===== src/rtl/gate_bist_ctrl.sv =====
// BIST controller for the 8-bit gate: LFSR stimulus out, latency-aligned capture into an
// 8-bit MISR, signature published with a one-cycle done pulse.
module gate_bist_ctrl #(
  parameter int unsigned LAT  = 3,
  parameter logic [7:0]  SEED = 8'hA5
) (
  input  logic       i_clk,
  input  logic       i_rst,
  input  logic       i_start,
  input  logic [7:0] i_num_vec,
  output logic [7:0] o_dut_data,
  input  logic [7:0] i_dut_data,
  output logic       o_busy,
  output logic       o_done,
  output logic [7:0] o_signature,
  output logic [8:0] o_cap_count
);

  localparam logic [7:0] SeedEff   = (SEED == 8'h00) ? 8'h01 : SEED;
  localparam logic [2:0] DrainInit = (LAT == 0) ? 3'd0 : 3'(LAT - 1);

  typedef enum logic [1:0] {StIdle, StDrive, StDrain, StDone} state_e;

  state_e     state_q, state_d;
  logic [7:0] lfsr_q, lfsr_d;
  logic [7:0] misr_q, misr_d;
  logic [7:0] sig_q, sig_d;
  logic [7:0] data_q, data_d;
  logic [8:0] remaining_q, remaining_d;
  logic [8:0] cap_q, cap_d;
  logic [2:0] drain_q, drain_d;
  logic       drive_vld;
  logic       cap_en;

  function automatic logic [7:0] fb_step(input logic [7:0] v);
    return {v[6:0], v[7] ^ v[5] ^ v[4] ^ v[3]};
  endfunction

  assign drive_vld = (state_q == StDrive);

  // Valid bit travels alongside each vector so capture lines up with the gate latency.
  if (LAT == 0) begin : g_nopipe
    assign cap_en = drive_vld;
  end else begin : g_pipe
    logic [LAT-1:0] vld_q;
    always_ff @(posedge i_clk or posedge i_rst) begin
      if (i_rst) vld_q <= '0;
      else       vld_q <= (vld_q << 1) | LAT'(drive_vld);
    end
    assign cap_en = vld_q[LAT-1];
  end

  always_comb begin
    state_d     = state_q;
    lfsr_d      = lfsr_q;
    misr_d      = misr_q;
    sig_d       = sig_q;
    data_d      = data_q;
    remaining_d = remaining_q;
    cap_d       = cap_q;
    drain_d     = drain_q;

    if (cap_en) begin
      misr_d = fb_step(misr_q) ^ i_dut_data;
      cap_d  = cap_q + 9'd1;
    end

    unique case (state_q)
      StIdle: begin
        if (i_start) begin
          lfsr_d      = SeedEff;
          data_d      = SeedEff;
          remaining_d = (i_num_vec == 8'd0) ? 9'd256 : {1'b0, i_num_vec};
          misr_d      = 8'h00;
          cap_d       = 9'd0;
          sig_d       = 8'h00;
          state_d     = StDrive;
        end
      end
      StDrive: begin
        if (remaining_q == 9'd1) begin
          data_d      = 8'h00;
          remaining_d = 9'd0;
          if (LAT == 0) begin
            state_d = StDone;
          end else begin
            state_d = StDrain;
            drain_d = DrainInit;
          end
        end else begin
          remaining_d = remaining_q - 9'd1;
          lfsr_d      = fb_step(lfsr_q);
          data_d      = lfsr_d;
        end
      end
      StDrain: begin
        if (drain_q == 3'd0) state_d = StDone;
        else                 drain_d = drain_q - 3'd1;
      end
      StDone: begin
        state_d = StIdle;
      end
      default: begin
        state_d = StIdle;
      end
    endcase

    // The last capture lands on the same edge that enters DONE, so publish misr_d.
    if (state_d == StDone && state_q != StDone) sig_d = misr_d;
  end

  always_ff @(posedge i_clk or posedge i_rst) begin
    if (i_rst) begin
      state_q     <= StIdle;
      lfsr_q      <= SeedEff;
      misr_q      <= 8'h00;
      sig_q       <= 8'h00;
      data_q      <= 8'h00;
      remaining_q <= 9'd0;
      cap_q       <= 9'd0;
      drain_q     <= 3'd0;
    end else begin
      state_q     <= state_d;
      lfsr_q      <= lfsr_d;
      misr_q      <= misr_d;
      sig_q       <= sig_d;
      data_q      <= data_d;
      remaining_q <= remaining_d;
      cap_q       <= cap_d;
      drain_q     <= drain_d;
    end
  end

  assign o_dut_data  = data_q;
  assign o_busy      = (state_q == StDrive) || (state_q == StDrain);
  assign o_done      = (state_q == StDone);
  assign o_signature = sig_q;
  assign o_cap_count = cap_q;

endmodule


===== config.mk =====
export PLATFORM = sky130hd
export DESIGN_NAME = gate_bist_ctrl
export DESIGN_NICKNAME = d
export VERILOG_FILES = /design/src/rtl/gate_bist_ctrl.sv
export SDC_FILE = /design/constraint.sdc
export NUM_CORES = 1
export LEC_CHECK = 0
export ABC_CLOCK_PERIOD_IN_PS = 3100
export BUFFER_PORTS_ARGS = -buffer_cell sky130_fd_sc_hd__buf_4
export CORE_MARGIN = 2
export CORE_UTILIZATION = 56
export CTS_CLUSTER_DIAMETER = 150
export DETAILED_ROUTE_END_ITERATION = 8
export PLACE_DENSITY = 0.77
export SLEW_MARGIN = 0
export SYNTH_ARGS = -nofsm -noshare
export SYNTH_HDL_FRONTEND = slang
export SYNTH_SLANG_ARGS = --single-unit

===== constraint.sdc =====
create_clock -name i_clk -period 3.1 [get_ports i_clk]
set_input_delay 0.155 -clock i_clk [delete_from_list [all_inputs] [get_ports i_clk]]
set_output_delay 0.155 -clock i_clk [all_outputs]
set_load 0.05 [all_outputs]

Yosys cells after proc, flatten, opt, wreduce, memory -nomap -nowiden --
Index checks and enable logic that the tools add are counted. W data, S select, Z words.
Storage, ports and cells: flip-flop bits (word level) 58, bits in latches 0, bits in writable memories 0, ROM bits 0, input port bits 19, output and inout port bits 27, word-level logic and storage cells 68, memories 0
Cells by class: add/subtract/negate cells 3, $mul 0, divide/modulo/power cells 0, $lt $le $gt $ge 0, equal/unequal tests 10, shifts and indexed selects 0, multiplexer cells 25, bitwise logic cells 8, reductions and logical operators 13
Operators by type and width (count):
- $mux W8 | 9
- $mux W9 | 6
- $pmux W8 S2 | 2
- $pmux W9 S2 | 1
- $add A9 B1 Y9 const B | 1
- $eq A9 B1 Y1 const B | 1
- $sub A9 B1 Y9 const B | 1
- $logic_not A8 Y1 | 1
- $ne A2 B2 Y1 const B | 4
- $pmux W2 S4 | 1
- $reduce_bool A2 Y1 | 4
- $xor A8 B8 Y8 | 1
- $eq A2 B2 Y1 const B | 3
- $mux W2 | 3
- $mux W3 | 2
- $pmux W3 S2 | 1
- $reduce_and A3 Y1 | 2
- $xor A1 B1 Y1 | 6
- $reduce_and A2 Y1 | 2
- $logic_not A3 Y1 | 1
- $or A3 B1 Y3 | 1
- $sub A3 B1 Y3 const B | 1
- $eq A2 B1 Y1 const B | 1
- $logic_not A2 Y1 | 1
- other kinds (3) | 3

Logic depth before layout (Yosys ltp) --
Gate-level depths: netlist of run 1.
word-level depth 8, mapped depth 9, mapped depth without buffers 8

Worst setup path after synthesis of run 1 --
Ideal clock, no wire load.
path kind flip-flop to flip-flop, start reg remaining_q[1], end reg sig_q[0] (netlist: o_signature[0]), library setup time 0.125 ns, arrival time 2.161 ns, data required time 2.975 ns, path slack 0.813 ns, cell stages (with the launch flop) 9, path buffers 1, clock period less this slack 2.287 ns, cells stage by stage dfrtp_1 -> inv_1 -> ha_1 -> or4b_4 -> or2_0 -> o311a_1 -> and3b_1 -> buf_6 -> mux2_4
On the way: word-level cells in the longest chain between the ends 7, elaborated cells between the ends (all ways) 9, those cells by class eq/ne: 2; mux: 3; reduce/logical: 4
Ends and longest elaborated chain:
- from (decl) | RTL line 29 | logic [8:0] remaining_q, remaining_d;
- from (signal assigned) | RTL line 128 | remaining_q <= remaining_d;
- $eq A9 B1 Y1 * | RTL line 81 | if (remaining_q == 9'd1) begin
- $mux W2 * | RTL line 81
- $pmux W2 S4 * | RTL line 68 | unique case (state_q)
- net state_d[0] | RTL line 24 | state_e state_q, state_d;
- $eq A2 B2 Y1 * | RTL line 109 | if (state_d == StDone && state_q != StDone) sig_d = misr_d;
- $logic_and A1 B1 Y1 * | RTL line 109
- $reduce_bool A2 Y1 (no source line)
- $reduce_and A2 Y1 (no source line)
- to (signal assigned) | RTL line 126 | sig_q <= sig_d;
- to (decl) | RTL line 27 | logic [7:0] sig_q, sig_d;
The timed path passes the listed nets; every way through them passes the cells marked *. A chain may end at the register's enable or synchronous reset.

Worst setup path in the final report of run 1 --
start reg state_q[1], end reg sig_q[1] (netlist: o_signature[1])
On the way: word-level cells in the longest chain between the ends 6, elaborated cells between the ends (all ways) 16, those cells by class eq/ne: 5; mux: 6; reduce/logical: 5
Ends and longest elaborated chain:
- from (decl) | RTL line 24
- from (signal assigned) | RTL line 114 | state_q <= StIdle;
- from (signal assigned) | RTL line 123 | state_q <= state_d;
- $eq A2 B1 Y1 *
- net drive_vld | RTL line 32 | logic drive_vld;
- $pmux W2 S4 * | RTL line 68
- net state_d[0] | RTL line 24
- $eq A2 B2 Y1 * | RTL line 109
- $logic_and A1 B1 Y1 * | RTL line 109
- $reduce_bool A2 Y1 (no source line)
- $reduce_and A2 Y1 (no source line)
Marks and branches as above.

==> results of run 1 <==
-- metal layers --
metal	part of all wire [%]	vias up	GRT usage, %
met1	45	1031	27.7
li1	-	1059	-
met2	49	60	36.2
met3	4.0	10	5.81
met5	0	-	0
met4	1.6	0	10.0
-- worst max-delay path: stages, from the launching register on --
cell     delay, ns
dfrtp_1       0.45
inv_1         0.11
ha_1          0.51
nor2_1        0.11
o21ai_0       0.19
o311a_1       0.20
and3b_1       0.54
mux2_4        0.35
-- placed cells by master (no fill, tap or decap), types with 2 or more instances in the layout --
cell type / n
dfrtp_1: 54
a22o_1: 9
a211oi_1: 7
nand4_1: 3
a21o_1: 4
mux2_4: 8
and2_1: 7
or3_1: 3
a32oi_1: 3
nor4_1: 3
xor2_1: 7
ha_1: 10
mux2_2: 3
a21oi_1: 19
nor3_1: 3
nand2_1: 13
clkbuf_8: 14
inv_1: 12
nor3b_1: 2
nor2_1: 29
xnor2_1: 11
and2_2: 2
nand2b_1: 3
mux2i_1: 2
nand3_1: 6
buf_4: 48
dfstp_2: 4
o21ai_0: 15
-- layout make-up --
type / instances / area share [%]
timing repair buffer: 48 / 10.3
sequential: 58 / 41.5
clock inverter: 1 / 0.855
tap: 70 / 2.49
inverter: 13 / 1.39
multi-input combinational: 189 / 37.9
clock buffer: 15 / 5.60
-- power groups by stage --
| stage | sequential (uW) | combinational, uW | clock [uW] |
|---|---|---|---|
| after floorplan | 1670 | 1280 | 0 |
| after global placement | 1370 | 2040 | 0 |
| after detailed placement | 1390 | 2070 | 0 |
| after CTS | 1380 | 2090 | 778 |
| after global routing | 1420 | 2280 | 804 |
| final | 1380 | 2090 | 759 |
-- cell families after synthesis --
logic type	Yosys count	synth area share [%]
and+or+nand+nor	80	14.0
DFF	58	50.1
buffers and inverters	23	4.30
muxes	14	6.32
adders and majority gates	10	4.30
AOI/OAI and AO/OA	66	14.8
xor gates and xnor gates	19	6.19
-- worst paths after layout --
path / startpoint / to / slack [ns] / cells after the start
max reg2reg: state_q[1] / o_signature[1] / 0.53 / 7
min: i_rst / o_cap_count[6] / 0.06 / 2
min in group i_clk: i_num_vec[5] / remaining_q[5] / 0.11 / 3
max: state_q[1] / o_signature[1] / 0.53 / 7
max in group asynchronous: i_rst / o_signature[5] / 2.32 / 3
min reg2reg: g_pipe.vld_q[0] / g_pipe.vld_q[1] / 0.35 / 0
-- stage by stage --
stage               setup WS, ns  area, um^2
floorplan                  0.813        2910
global placement           0.654        3280
detailed placement         0.581        3280
CTS                        0.545        3510
global route               0.305        3510
finish                     0.526        3510
-- flip-flops by register name, summed over array words and instances, names as in the netlist --
signal,cells
remaining_q,9
g_pipe.vld_q,3
o_signature,8
o_cap_count,9
o_dut_data,8
drain_q,3
lfsr_q,8
misr_q,8
state_q,2
==> impl_metrics.json, run 1 <==
{
  "report.final.setup_viol": 0,
  "initial_core_util_pct": 57.3,
  "antenna_found_initial": 0,
  "timing.setup.critical_path_class": "reg2reg",
  "routed_wl_mm": 5.89,
  "period_share_pct": 83.0,
  "postLayoutCoreUtil_pct": 69.2,
  "placement_rows": 26,
  "grt_overflow_total": 0,
  "cts-hold-fix-buffers": 0,
  "clkTransAtPathRegs_ns": 0.06,
  "synth_top_cell_area_share_pct": 46.5,
  "number_of_filler_instances_in_the_final_layout": 407,
  "track_usage_pct": 22.1,
  "swShare_pct": 43.3,
  "vias": 2160,
  "cts-buffers-inserted": 9,
  "place_hpwl_mm": 4.08,
  "insertion_delay_ns": 0.34,
  "tritoncts": "yes",
  "final_max_slew_viol_count": 0,
  "cts_htree_levels": 3,
  "post_drt_wl_per_cell_um": 14.9,
  "finish.net_count": 348,
  "post_cts_resize_count": 0,
  "internal_power_uw": 2400,
  "ys_top_cells_by_area": "dfrtp_1 46%, ha_1 4.3%, mux2_4 4.1%",
  "yosys.area.top_type": "dfrtp_1",
  "run_status": "complete, no violations",
  "unrepaired_setup_endpoints_after_global_routing": "no",
  "synthMostInstantiatedCell": "dfrtp_1",
  "yosys_most_used_dff": "dfrtp_1",
  "dp.cells": 378,
  "timing.final.hold_violations": 0,
  "synthArstFlopShare_pct": 100,
  "place_congestion": 0.876,
  "cellPowerDensity_mw_per_mm2": 1200,
  "sequential_share_of_the_synthesized_area_pct": 50.1,
  "worstMarginPinSlew_ns": 0.977,
  "chipWidth_um": 76.1,
  "instance_count_of_the_mapped_netlist": 270,
  "cts-root-buf": "clkbuf_8",
  "syn_area_per_cell_um2": 10.8,
  "core_area_mm2": 0.00507,
  "first_pass_grt_wire_length_mm": 10.1,
  "power.leakage_uw": 0.00165,
  "synth_edf_count": 0,
  "cp-end-kind": "flip-flop",
  "layout_skew_ns": 0.0109,
  "synth_common_cells": "54 x dfrtp_1, 29 x nor2_1, 19 x a21oi_1",
  "clock-sinks": 58,
  "setup_tns_ns": 0,
  "ant_nets": 0,
  "slew_headroom_pct": 34.8,
  "pin_count": 46,
  "clock_path_buffers": 2,
  "drt_first_pass_iters": 5,
  "timing.hold.worst.class": "in2async",
  "yosys_warnings": 0,
  "data_required_critical_path_ns": 3.32,
  "die_y_um": 76.1,
  "ir_worst_vdd_mv": 0.777,
  "worst-endpoint-arrival_ns": 2.79,
  "drive_gt1_share_pct": 26.5,
  "diodes": 0,
  "postCtsSetupRepairBufs": 0,
  "synth_area_mm2": 0.00291,
  "power_frac_comb_pct": 49.4,
  "post_dr_vias_cell": 5.48,
  "synth.distinct_cells": 45,
  "drc_errors": 0,
  "port-buffer-count": 45,
  "power_frac_seq_pct": 32.6,
  "worstSetupStartpointType": "flip-flop",
  "syn-num-nets": 299,
  "flops_latches_synth": 58,
  "layout.cells.non_filler": 394,
  "drtIter0Drc": 111,
  "total_switching_power_uw": 1830,
  "report.power.total_uw": 4230,
  "timing.final.crit_period_ns": 2.57,
  "cap_viol_max_count": 0,
  "pin_count_of_the_biggest_net_entering_global_routing": 49,
  "area_growth_syn_to_layout_pct": 20.7,
  "die_area_mm2": 0.00579,
  "clock_power_share_pct": 18.0,
  "multi_input_area_mm2": 0.00133,
  "max_clock_freq_mhz": 389,
  "whs_ns": 0.0559,
  "register_area_mm2": 0.00146,
  "first_global_vias": 2151,
  "worstPathMaxFanout": 17
}
Note: power is estimated with default switching activity, not from simulation.
==> inputs of run 2 (changes only) <==
ABC_CLOCK_PERIOD_IN_PS = 2690   (was 3100)
clock period = 2.69 ns   (was 3.1 ns; I/O delays follow)
==> impl_metrics.json, run 2 (synthesis results as in run 1) <==
{
  "run_status": "complete, no violations",
  "top_usage_layer": "met2",
  "drc_errors": 0,
  "finish.net_count": 351,
  "r2r_setup_slack_ns": 0.13,
  "antenna_found_initial": 0,
  "mostFrequentLayoutCells": "54 x dfrtp_1, 51 x buf_4, 29 x nor2_1, 19 x a21oi_1, 15 x o21ai_0",
  "timing.final.crit_period_ns": 2.56,
  "post_drt_wl_per_cell_um": 14.8,
  "power.leakage_uw": 0.00165,
  "report.final.setup_viol": 0,
  "clkTransAtPathRegs_ns": 0.07,
  "grt_util_met2_pct": 37.0,
  "power_frac_comb_pct": 50.8,
  "grt_overflow_total": 0,
  "ant_nets": 0,
  "drt_first_pass_iters": 4,
  "postCtsSetupRepairBufs": 0,
  "cts-buffers-inserted": 9,
  "place_hpwl_mm": 4.14,
  "die_area_mm2": 0.00579,
  "die_y_um": 76.1,
  "insertion_delay_ns": 0.33,
  "core_area_mm2": 0.00507,
  "chipWidth_um": 76.1,
  "timing.setup.critical_path_class": "reg2reg",
  "swShare_pct": 44.3,
  "ir_worst_vdd_mv": 1.12,
  "pin_count": 46,
  "placed_cell_area_mm2": 0.00331,
  "number_of_filler_instances_in_the_final_layout": 411,
  "clock-sinks": 58,
  "first_global_vias": 2237,
  "clock_power_share_pct": 16.6,
  "multi_input_area_mm2": 0.00133,
  "initial_core_util_pct": 57.3,
  "setup_tns_ns": 0,
  "cp-end-kind": "flip-flop",
  "design_area_mm2": 0.00350,
  "final_max_slew_viol_count": 0,
  "data_required_critical_path_ns": 2.90,
  "reg2reg_to": "o_signature[1]",
  "worstSetupStartpointType": "flip-flop",
  "internal_power_uw": 2670,
  "final_common_cell": "dfrtp_1",
  "post_cts_resize_count": 0,
  "total_switching_power_uw": 2120,
  "placement_rows": 26,
  "drive_gt1_share_pct": 27.2,
  "pin_count_of_the_biggest_net_entering_global_routing": 46,
  "port-buffer-count": 45,
  "slew_headroom_pct": 39.0,
  "max_clock_freq_mhz": 391,
  "cellPowerDensity_mw_per_mm2": 1370,
  "timing.final.hold_violations": 0,
  "post_dr_vias_cell": 5.52,
  "cts-root-buf": "clkbuf_8",
  "worstMarginPinSlew_ns": 0.913,
  "power_frac_seq_pct": 32.6,
  "regToRegStartpoint": "remaining_q[1]",
  "routed_wl_mm": 5.89,
  "track_usage_pct": 22.1,
  "tritoncts": "yes",
  "met3_usage_pct": 4.03,
  "register_area_mm2": 0.00146,
  "cts_htree_levels": 3,
  "unrepaired_setup_endpoints_after_global_routing": "no",
  "globalRouteMet1Util_pct": 27.6,
  "rr_worst_depth": 7,
  "first_pass_grt_wire_length_mm": 10.3,
  "worst-endpoint-arrival_ns": 2.77,
  "drtIter0Drc": 116,
  "clock_path_buffers": 2,
  "diodes": 0,
  "place_congestion": 0.859,
  "cts-hold-fix-buffers": 0,
  "cap_viol_max_count": 0,
  "worstPathMaxFanout": 8,
  "period_share_pct": 95.1,
  "area_growth_syn_to_layout_pct": 20.4,
  "timing.hold.worst.class": "in2async",
  "vias": 2191,
  "layout_skew_ns": 0.00934
}
-- run 2: critical path, cell delays in order, from the launching register on --
cell	delay [ns]
dfrtp_1	0.41
inv_1	0.09
ha_1	0.13
or4b_4	0.49
or2_0	0.25
o311a_1	0.32
and3b_1	0.38
mux2_4	0.37
-- run 2: per-stage QoR --
step | util [%] | total power (uW) | setup slack, ns | std cells | hold WS (ns)
after detailed placement | 65.2 | 4010 | 0.149 | 381 | 0.336
final | 69.0 | 4800 | 0.132 | 397 | 0.0149
after CTS | 69.0 | 4820 | 0.146 | 397 | 0.0424
after global routing | 69.0 | 5140 | 0.0614 | 397 | 0.106
after floorplan | - | 3410 | 0.403 | 270 | 0.318
after global placement | 65.2 | 3940 | 0.243 | 381 | 0.333
-- run 2: worst max-delay path by stage --
stage | start | endpoint | cells past startpoint
after global routing | remaining_q[1] | o_signature[1] | 7
after CTS | remaining_q[1] | o_signature[1] | 7
after global placement | remaining_q[1] | o_signature[2] | 7
after detailed placement | remaining_q[1] | o_signature[1] | 7
final | remaining_q[1] | o_signature[1] | 7
after floorplan | remaining_q[1] | o_signature[0] | 8
-- run 2: cell type report --
| cell class | instances | share of cell area, % |
|---|---|---|
| multi-input cells | 189 | 38.0 |
| repair buffers | 51 | 10.9 |
| inverters | 13 | 1.39 |
| clock buffers | 11 | 4.04 |
| well taps | 70 | 2.50 |
| clock inverters | 5 | 1.57 |
| flip-flops and latches | 58 | 41.6 |
-- run 2: layer usage --
metal / wire [um] / share of wire [%]
met1: 2630 / 45
met2: 2900 / 49
met3: 262 / 4.4
met4: 99 / 1.7
met5: 0 / 0
-- run 2: power by group through the flow --
stage / clock (uW) / combinational [uW] / sequential, uW
2_1_floorplan: 0 / 1480 / 1930
6_report: 797 / 2440 / 1560
3_5_place_dp: 0 / 2440 / 1570
4_1_cts: 814 / 2450 / 1560
3_3_place_gp: 0 / 2380 / 1560
5_1_grt: 849 / 2660 / 1620
==> inputs of run 3 (changes only) <==
==> constraint.sdc (replaced) <==
create_clock -name i_clk -period 2.69 [get_ports i_clk]
set_input_delay 0.538 -clock i_clk [delete_from_list [all_inputs] [get_ports i_clk]]
set_output_delay 0.538 -clock i_clk [all_outputs]
set_load 0.05 [all_outputs]
==> impl_metrics.json, run 3 (synthesis results as in run 1) <==
{
  "timing.final.ws_setup_ns": 0.213,
  "cts-hold-fix-buffers": 0,
  "timing.final.crit_period_ns": 2.48,
  "r2r_setup_slack_ns": 0.21,
  "placed_cell_area_mm2": 0.00331,
  "clkTransAtPathRegs_ns": 0.06,
  "pin_count": 46,
  "regToRegStartpoint": "remaining_q[1]",
  "drtIter0Drc": 102,
  "cellPowerDensity_mw_per_mm2": 1350,
  "worstMarginPinSlew_ns": 0.820,
  "dp_slack_ns": 0.139,
  "design_area_mm2": 0.00347,
  "slew_headroom_pct": 44.8,
  "period_share_pct": 92.1,
  "clock_path_buffers": 2,
  "diodes": 0,
  "cp-endpoint": "o_signature[7]",
  "max_clock_freq_mhz": 404,
  "postCtsSetupRepairBufs": 0,
  "cp-end-kind": "flip-flop",
  "ir_worst_vdd_mv": 1.14,
  "post_drt_wl_per_cell_um": 15.2,
  "die_y_um": 76.1,
  "data_required_critical_path_ns": 2.90,
  "power.leakage_uw": 0.00163,
  "cts-buffers-inserted": 9,
  "place_hpwl_mm": 4.21,
  "drt_first_pass_iters": 4,
  "finish.net_count": 350,
  "place_congestion": 0.860,
  "first_pass_grt_wire_length_mm": 10.5,
  "multi_input_area_mm2": 0.00133,
  "pin_count_of_the_biggest_net_entering_global_routing": 36,
  "worstSetupStartpointType": "flip-flop",
  "cts-root-buf": "clkbuf_8",
  "layout_skew_ns": 0.00621,
  "area_growth_syn_to_layout_pct": 19.4,
  "core_area_mm2": 0.00507,
  "antenna_found_initial": 0,
  "post_cts_resize_count": 0,
  "setup_tns_ns": 0,
  "chipWidth_um": 76.1,
  "insertion_delay_ns": 0.33,
  "final_common_cell": "dfrtp_1",
  "vias": 2204,
  "grt_overflow_total": 0,
  "tritoncts": "yes",
  "unrepaired_setup_endpoints_after_global_routing": "no",
  "track_usage_pct": 22.7,
  "reg2reg_to": "o_signature[7]",
  "cts_htree_levels": 3,
  "clock-sinks": 58,
  "ant_nets": 0,
  "routed_wl_mm": 5.96,
  "number_of_filler_instances_in_the_final_layout": 429,
  "first_global_vias": 2266,
  "final_max_slew_viol_count": 0,
  "cp-startpoint": "remaining_q[1]",
  "run_status": "complete, no violations",
  "drive_gt1_share_pct": 26.3,
  "rr_worst_depth": 7,
  "timing.final.hold_violations": 0,
  "drc_errors": 0,
  "worst-endpoint-arrival_ns": 2.69,
  "report.final.setup_viol": 0,
  "mostFrequentLayoutCells": "54 x dfrtp_1, 49 x buf_4, 29 x nor2_1, 19 x a21oi_1, 15 x o21ai_0",
  "register_area_mm2": 0.00146,
  "worstPathMaxFanout": 8,
  "timing.hold.worst.class": "in2async",
  "post_dr_vias_cell": 5.61,
  "die_area_mm2": 0.00579,
  "placement_rows": 26,
  "port-buffer-count": 45,
  "timing.setup.critical_path_class": "reg2reg",
  "cap_viol_max_count": 0,
  "initial_core_util_pct": 57.3
}
[run 3: changes by cell type in the layout (fill, tap and decap cells not counted), sizes merged]
cell,change
clkinv,-2
buf,-1
clkinvlp,-2
clkbuf,+2
bufinv,-1
[run 3: routing by layer]
metal  vias to the layer above  share of wire, %  global-route usage (%)
li1                       1051                 -                       -
met1                      1089                43                    27.2
met2                        56                51                    38.8
met3                         8               4.7                    7.35
met4                         0               1.2                    8.00
met5                         -                 0                       0
[run 3: power breakdown]
| part | switching, uW | internal, uW |
|---|---|---|
| registers | 281 | 1260 |
| clock network | 302 | 370 |
| logic | 1510 | 965 |
[run 3: layout make-up]
cell class / count / area share, %
sequential: 58 / 41.9
multi-input combinational: 189 / 38.4
tap: 70 / 2.52
timing repair buffer: 50 / 11.2
inverter: 13 / 1.41
clock buffer: 13 / 4.58
[run 3: worst max-delay path, stage by stage, from the launching register on]
cell     delay [ns]
dfrtp_1        0.41
inv_1          0.09
ha_1           0.13
or4b_4         0.49
or2_0          0.26
o311a_1        0.32
and3b_2        0.33
mux2_4         0.33
[run 3: through the flow]
| stage | util [%] | power, uW | std cells | hold WS (ns) |
|---|---|---|---|---|
| floorplan | - | 3410 | 270 | 0.331 |
| global placement | 65.3 | 3950 | 380 | 0.333 |
| detailed placement | 65.3 | 4020 | 380 | 0.335 |
| CTS | 68.4 | 4720 | 393 | 0.252 |
| global route | 68.4 | 5030 | 393 | 0.287 |
| finish | 68.4 | 4690 | 393 | 0.254 |
[run 3: worst min-delay path by stage]
stage	slack (ns)	startpoint	to
after CTS	0.25	i_rst	remaining_q[8]
after detailed placement	0.33	g_pipe.vld_q[0]	g_pipe.vld_q[1]
after global placement	0.33	g_pipe.vld_q[0]	g_pipe.vld_q[1]
final	0.25	i_rst	o_dut_data[1]
after floorplan	0.33	g_pipe.vld_q[0]	g_pipe.vld_q[1]
after global routing	0.29	i_rst	remaining_q[2]
